## src/rtl/dnn_accuracy_monitor.sv

```systemverilog
// dnn_accuracy_monitor: on-chip accuracy bookkeeping for the DNN top.
// Each block cycle it collects the serial ideal outputs, snapshots the
// thresholded network outputs, and scores the case one clock later. It
// tracks sliding-window accuracy, running totals, the training-case select
// and epoch count.
module dnn_accuracy_monitor #(
    parameter int n_out          = 16,
    parameter int ypc            = 1,
    parameter int cpc            = 18,
    parameter int checklast      = 1000,
    parameter int training_cases = 10000,
    parameter int total_cases    = 100000
) (
    input  logic                           clk,
    input  logic                           reset,
    input  logic                           en,
    input  logic [$clog2(cpc)-1:0]         cycle_index,
    input  logic [ypc-1:0]                 y_out,
    input  logic [n_out-1:0]               a_out_alln,
    output logic                           case_done,
    output logic                           correct,
    output logic [$clog2(checklast+1)-1:0] recent,
    output logic [31:0]                    total_correct,
    output logic [31:0]                    num_train,
    output logic [$clog2(training_cases)-1:0] sel_tc,
    output logic [15:0]                    epoch,
    output logic                           epoch_done,
    output logic                           finished
);

    localparam int CIW    = $clog2(cpc);
    localparam int RW     = $clog2(checklast + 1);
    localparam int SW     = $clog2(training_cases);
    localparam int PW     = (checklast > 1) ? $clog2(checklast) : 1;
    localparam int CHUNKS = n_out / ypc;

    logic [n_out-1:0]     y_vec_q, y_vec_d;
    logic [n_out-1:0]     a_snap_q, a_snap_d;
    logic                 pend_q, pend_d;
    logic [checklast-1:0] win_q, win_d;
    logic [PW-1:0]        ptr_q, ptr_d;
    logic                 case_done_q, case_done_d;
    logic                 correct_q, correct_d;
    logic [RW-1:0]        recent_q, recent_d;
    logic [31:0]          total_correct_q, total_correct_d;
    logic [31:0]          num_train_q, num_train_d;
    logic [SW-1:0]        sel_tc_q, sel_tc_d;
    logic [15:0]          epoch_q, epoch_d;
    logic                 epoch_done_q, epoch_done_d;
    logic                 finished_q, finished_d;

    logic                 is_snap;
    logic                 match;
    logic                 sel_wrap;

    assign is_snap  = (cycle_index == CIW'(cpc - 1));
    assign match    = (a_snap_q == y_vec_q);
    assign sel_wrap = (sel_tc_q == SW'(training_cases - 1));

    // Capture the ideal-output chunks, snapshot at the last block clock, then score on the next edge.
    always_comb begin
        y_vec_d         = y_vec_q;
        a_snap_d        = a_snap_q;
        pend_d          = pend_q;
        win_d           = win_q;
        ptr_d           = ptr_q;
        case_done_d     = 1'b0;
        correct_d       = correct_q;
        recent_d        = recent_q;
        total_correct_d = total_correct_q;
        num_train_d     = num_train_q;
        sel_tc_d        = sel_tc_q;
        epoch_d         = epoch_q;
        epoch_done_d    = 1'b0;
        finished_d      = finished_q;

        for (int i = 0; i < CHUNKS; i++) begin
            if (cycle_index == CIW'(i + 2)) begin
                y_vec_d[i*ypc +: ypc] = y_out;
            end
        end

        if (is_snap) begin
            a_snap_d = a_out_alln;
            pend_d   = en & ~finished_q;
        end else if (pend_q) begin
            pend_d          = 1'b0;
            case_done_d     = 1'b1;
            correct_d       = match;
            recent_d        = recent_q - RW'(win_q[ptr_q]) + RW'(match);
            win_d[ptr_q]    = match;
            ptr_d           = (ptr_q == PW'(checklast - 1)) ? '0 : ptr_q + 1'b1;
            total_correct_d = total_correct_q + 32'(match);
            num_train_d     = num_train_q + 32'd1;
            sel_tc_d        = sel_wrap ? '0 : sel_tc_q + 1'b1;
            if (sel_wrap) begin
                epoch_d      = epoch_q + 16'd1;
                epoch_done_d = 1'b1;
            end
            if (num_train_q + 32'd1 == 32'(total_cases)) begin
                finished_d = 1'b1;
            end
        end
    end

    // State registers; reset discards any partial case and clears the window.
    always_ff @(posedge clk or posedge reset) begin
        if (reset) begin
            y_vec_q         <= '0;
            a_snap_q        <= '0;
            pend_q          <= 1'b0;
            win_q           <= '0;
            ptr_q           <= '0;
            case_done_q     <= 1'b0;
            correct_q       <= 1'b0;
            recent_q        <= '0;
            total_correct_q <= '0;
            num_train_q     <= '0;
            sel_tc_q        <= '0;
            epoch_q         <= '0;
            epoch_done_q    <= 1'b0;
            finished_q      <= 1'b0;
        end else begin
            y_vec_q         <= y_vec_d;
            a_snap_q        <= a_snap_d;
            pend_q          <= pend_d;
            win_q           <= win_d;
            ptr_q           <= ptr_d;
            case_done_q     <= case_done_d;
            correct_q       <= correct_d;
            recent_q        <= recent_d;
            total_correct_q <= total_correct_d;
            num_train_q     <= num_train_d;
            sel_tc_q        <= sel_tc_d;
            epoch_q         <= epoch_d;
            epoch_done_q    <= epoch_done_d;
            finished_q      <= finished_d;
        end
    end

    assign case_done     = case_done_q;
    assign correct       = correct_q;
    assign recent        = recent_q;
    assign total_correct = total_correct_q;
    assign num_train     = num_train_q;
    assign sel_tc        = sel_tc_q;
    assign epoch         = epoch_q;
    assign epoch_done    = epoch_done_q;
    assign finished      = finished_q;

endmodule

```

## config.mk

```make
export PLATFORM = sky130hd
export DESIGN_NAME = dnn_accuracy_monitor
export DESIGN_NICKNAME = d
export VERILOG_FILES = /design/src/rtl/dnn_accuracy_monitor.sv
export SDC_FILE = /design/constraint.sdc
export NUM_CORES = 2
export LEC_CHECK = 0
export CAP_MARGIN = 40
export CORE_MARGIN = 3
export CORE_UTILIZATION = 35
export CTS_CLUSTER_DIAMETER = 60
export DETAILED_ROUTE_END_ITERATION = 12
export PLACE_DENSITY = 0.5
export SYNTH_ARGS = -nofsm -noshare
export SYNTH_HDL_FRONTEND = slang
export SYNTH_SLANG_ARGS = --single-unit
```

## constraint.sdc

```tcl
create_clock -name clk -period 84 [get_ports clk]
set_clock_uncertainty 0.2 [all_clocks]
set_input_delay 25.2 -clock clk [delete_from_list [all_inputs] [get_ports clk]]
set_output_delay 25.2 -clock clk [all_outputs]
set_load 0.01 [all_outputs]
```

**Yosys cells after proc, flatten, opt, wreduce, memory -nomap -nowiden**

Cells that the tools add are included.

- Flip-flop bits (word level): 1151
- Bits in latches: 0
- Bits in writable memories: 0
- ROM bits: 0
- Input port bits: 25
- Output and inout bits: 108
- Word-level logic and storage cells: 78
- Memories: 0

- Add/subtract/negate cells: 7
- $mul: 0
- Div/mod/pow operators: 0
- $lt $le $gt $ge: 2
- Eq/ne operators: 20
- Shift operators: 0
- Multiplexer cells: 13
- Bitwise logic cells: 3
- Reduce and logical (&&, ||, !) cells: 4

Operators with widths:

| cell | number |
|---|---|
| $bwmux W1000 | 1 |
| $eq A5 B4 Y1 const B | 8 |
| $add A32 B1 Y32 | 1 |
| $add A32 B1 Y32 const B | 1 |
| $eq A32 B17 Y1 const B | 1 |
| $eq A5 B3 Y1 const B | 4 |
| $add A16 B1 Y16 const B | 1 |
| $eq A16 B16 Y1 | 1 |
| $add A14 B1 Y14 const B | 1 |
| $eq A14 B14 Y1 const B | 1 |
| $mux W14 | 1 |
| $lt A10 B11 Y1 const B | 1 |
| $add A10 B1 Y10 | 1 |
| $add A10 B1 Y10 const B | 1 |
| $bmux W1 S10 | 1 |
| $demux W1 S10 | 1 |
| $eq A10 B10 Y1 const B | 1 |
| $eq A5 B2 Y1 const B | 2 |
| $eq A5 B5 Y1 const B | 2 |
| $ge A10 B1 Y1 const B | 1 |
| $mux W10 | 1 |
| $sub A10 B1 Y10 | 1 |
| $mux W1 | 8 |
| $reduce_and A3 Y1 | 2 |
| other kinds (4) | 5 |

**Longest topological paths before layout**

- Depth after elaboration: 5
- Gate-level depth with buffers: 24
- Mapped depth without buffers: 18

**Worst setup path after synthesis**

Ideal clock, no wire load.

- Kind: input port to flip-flop
- Start point: input port cycle_index[2]
- End point: register finished_q (netlist: finished)
- Library setup time: 0.067 ns
- Arrival: 27.207 ns
- Data required time: 83.733 ns
- Path slack: 56.527 ns
- Stages on the path: 9
- Path buffers: 2
- Path through: clkbuf_1 -> or3b_2 -> o21ai_1 -> inv_2 -> clkbuf_1 -> nand2_1 -> or4_1 -> a2111oi_0 -> a41o_1

- Cells in the longest elaborated chain, start to end: 3

Ends and longest elaborated chain:

| element | line | RTL |
|---|---|---|
| from (decl) | 17 | `input logic [$clog2(cpc)-1:0] cycle_index,` |
| $eq A5 B5 Y1 | 56 | `assign is_snap = (cycle_index == CIW'(cpc - 1));` |
| $not A1 Y1 (no source line) | -- |  |
| $reduce_and A3 Y1 (no source line) | -- |  |
| to (signal assigned) | 137 | `finished_q <= finished_d;` |
| to (decl) | 50 | `logic finished_q, finished_d;` |

No other way between the ends.
A chain may end at the register's enable or synchronous reset.

**Final worst setup path**

- Start point: input port cycle_index[3]
- End point: register win_q[231]

- Cells in the longest elaborated chain, start to end: 3

Ends and longest elaborated chain:

| element | line | RTL |
|---|---|---|
| $eq A5 B5 Y1 | 56 |  |
| $not A1 Y1 (no source line) | -- |  |
| $reduce_and A2 Y1 (no source line) | -- |  |
| to (signal assigned) | 127 | `win_q <= win_d;` |
| to (decl) | 40 | `logic [checklast-1:0] win_q, win_d;` |

No other way between the ends.

==> results.yml <==
placed_design:
  hpwl_mm: 105
  portBuffers: 132
  routabilityCongestion: 0.762
  dp_cells: 6926
  pre_cts_slack_ns: 53.78
cts:
  max-clock-path-buffers: 3
  clock_sinks: 1151
  ctsHoldBuffers: 0
  tritoncts: "done"
  cts-root-buf: "clkbuf_16"
  clock_latency_ns: 0.78
  post_cts_resized: 0
  cts_setup_buffers: 0
  cts_made_buffers: 140
  htreeDepth: 4
  clk_pin_slew_worst_paths_ns: 0.06
pwr:
  p_leak_nw: 25.9
  pwr-share-comb_pct: 10.2
  power_switching_mw: 0.339
  internal_power_mw: 0.976
  peakVddDrop_mv: 0.0204
  p_sw_share_pct: 25.8
  p_per_area_nw_per_um2: 20.6
  power_frac_clock_pct: 46.2
  seqPwrFrac_pct: 43.6
timing:
  fin_tns_setup_ns: 0
  slew_headroom_pct: 26.1
  fin_crit_ns: 29.49
  slew_viol_final: 0
  fmax_mhz: 33.9
  hold_slack_ns: 0.272
  setup_ws_ns: 54.51
  fin_crit_sh_pct: 35.1
  setup-violations-final: 0
  tightest_slew_ns: 1.11
  hold_viol_final: 0
  rsz0062_at_grt: "no"
worst_setup_path:
  reg2reg_depth: 21
  worst_path_max_delay_cell: "buf_4"
  critPathLaunchType: "primary input"
  r2r-start: "ptr_q[0]"
  worst-r2r-setup-slack_ns: 75.96
  path_common_cell: "buf_4"
  critPathMaxStageDelay_ns: 0.84
  cp.arrival_ns: 29.96
  cp_top_family: "buffers and inverters"
  crit_fanout: 54
  r2r-end: "recent[8]"
  endpoint_kind: "register"
  crit_buf_inv: 5
  required_ns: 84.46
  crit_chain: "clkdlybuf4s50_1, or3b_2, o21ai_4, buf_4, clkinv_2, buf_4, nand4_1, buf_4, o21ai_0, o31ai_1"
  criticalPathCategory: "in2reg"
global_routing:
  gr-usage-met1_pct: 31.7
  grt_start_max_net_pins: 197
  grtUsageTotal_pct: 22.4
  grt_pass1_vias: 40400
  use_met3_pct: 4.13
  overflow: 0
  antenna_found_initial: 2
  met2_usage_pct: 34.6
  grt_busiest_layer: "met2"
  grt_pass1_wl_mm: 277
outcome:
  status: "complete, no violations"
logic_synthesis:
  yosysTopAreaCellShare_pct: 51.8
  synth.distinct_cells: 67
  ys.warnings.count: 0
  synthArstFlopShare_pct: 100
  ys_seq_area_share_pct: 51.8
  synth_ff_type: "dfrtp_1"
  synth_cells: 5231
  syn_area_um2: 55600
  avgSynthCellArea_um2: 10.6
  synth_area_leader_cell: "dfrtp_1"
  synth-edff-count: 0
  synth.area.top_cells: "dfrtp_1 (52%), o31ai_1 (14%), o21ai_0 (9.2%)"
  synth_seq_cells: 1151
  synth_nets: 5277
route:
  drt_iter0_markers: 4495
  route.detailed.drc: 0
  routed_via_density: 5.85
  final_antenna_net_count: 0
  avgRoutedWirePerCell_um: 25.6
  num_vias: 42000
  first_pass_iters: 6
  drt-total-wl_mm: 184
hold_path:
  hold_path_startpoint: "total_correct[31]"
  min_to: "total_correct[31]"
  hold_path.class: "reg2reg"
  holdPathStages: 1
floorplan:
  ios: 133
  fp.dieW_um: 404
  core_um2: 157000
  rows: 145
  die_area_um2: 164000
  start_util_pct: 35.4
  die_h_um: 404
final_layout:
  instances_no_fill: 7176
  layout_common_cells: "dfrtp_1 (1,147), o21ai_0 (1,023), o31ai_1 (1,002), mux2i_1 (359), o22ai_1 (175)"
  synthToLayoutAreaGrowth_pct: 15.0
  fillers: 15000
  regArea_um2: 28800
  drive_gt1_share_pct: 11.4
  multiInputGateArea_um2: 24500
  final_common_cell: "dfrtp_1"
  final_util_pct: 40.7
  fin_nets: 5056
job:
  cap_violations: 0
[layout make-up]
type | instances | area share (%)
Multi-Input combinational cell | 3391 | 38.3
Clock inverter | 42 | 0.750
Tap cell | 2058 | 4.03
Clock buffer | 206 | 6.38
Inverter | 28 | 0.178
Sequential cell | 1151 | 45.1
Timing Repair Buffer | 298 | 5.24
Antenna cell | 2 | 0.00783
[synthesized netlist by cell type, types with 23 or more instances]
cell / count
o22ai_1: 175
mux2_2: 44
mux2i_1: 359
nor4_1: 36
mux4_2: 78
xnor2_1: 69
o21ai_0: 1023
nand3_1: 71
and3_1: 24
nand2_1: 123
dfrtp_1: 1151
clkbuf_1: 584
nor2_1: 87
buf_2: 48
nand4_1: 30
o31ai_1: 1002
nor3_1: 23
inv_1: 27
xor2_1: 53
[how the worst max path moves through the flow]
stage	cells after the start	slack (ns)	from	endpoint
after global placement	10	53.82	cycle_index[3]	win_q[935]
final	10	54.51	cycle_index[3]	win_q[231]
after detailed placement	10	53.78	cycle_index[3]	win_q[7]
after floorplan	1	26.18	reset	a_snap_q[0]
after global routing	10	54.28	cycle_index[2]	win_q[135]
after CTS	10	54.61	cycle_index[3]	win_q[231]
[cell families after synthesis]
logic type / synth area share (%)
compound gates: 25.7
xor+xnor: 1.92
fa+ha+maj: 0.486
flops: 51.8
buf+inv: 4.91
simple gates: 4.60
mux: 10.5
[flip-flops by register name, indices dropped and copies added, names as in the netlist]
register / count
recent: 10
epoch_done: 1
ptr_q: 10
win_q: 1000
a_snap_q: 16
correct: 1
total_correct: 32
finished: 1
case_done: 1
y_vec_q: 16
num_train: 32
pend_q: 1
sel_tc: 14
epoch: 16
[power by group through the flow]
stage / Sequential (mW) / Clock, mW / Combinational, mW
2_1_floorplan: 0.578 / 0 / 0.0984
3_3_place_gp: 0.584 / 0 / 0.134
3_5_place_dp: 0.584 / 0 / 0.136
4_1_cts: 0.574 / 0.622 / 0.136
5_1_grt: 0.575 / 0.644 / 0.144
6_report: 0.573 / 0.607 / 0.134
[per-stage QoR]
| stage | instance area [um^2] | power, mW |
|---|---|---|
| 5_1_grt | 63900 | 1.36 |
| 4_1_cts | 63900 | 1.33 |
| 2_1_floorplan | 55600 | 0.676 |
| 6_report | 63900 | 1.32 |
| 3_3_place_gp | 58200 | 0.717 |
| 3_5_place_dp | 59300 | 0.720 |
[metal layers]
| metal | up-vias | share of wire [%] |
|---|---|---|
| met5 | - | 0 |
| met4 | 0 | 2.8 |
| met3 | 270 | 5.8 |
| met2 | 1186 | 46 |
| met1 | 21000 | 46 |
| li1 | 19500 | - |
Note: power is estimated with default switching activity, not from simulation.
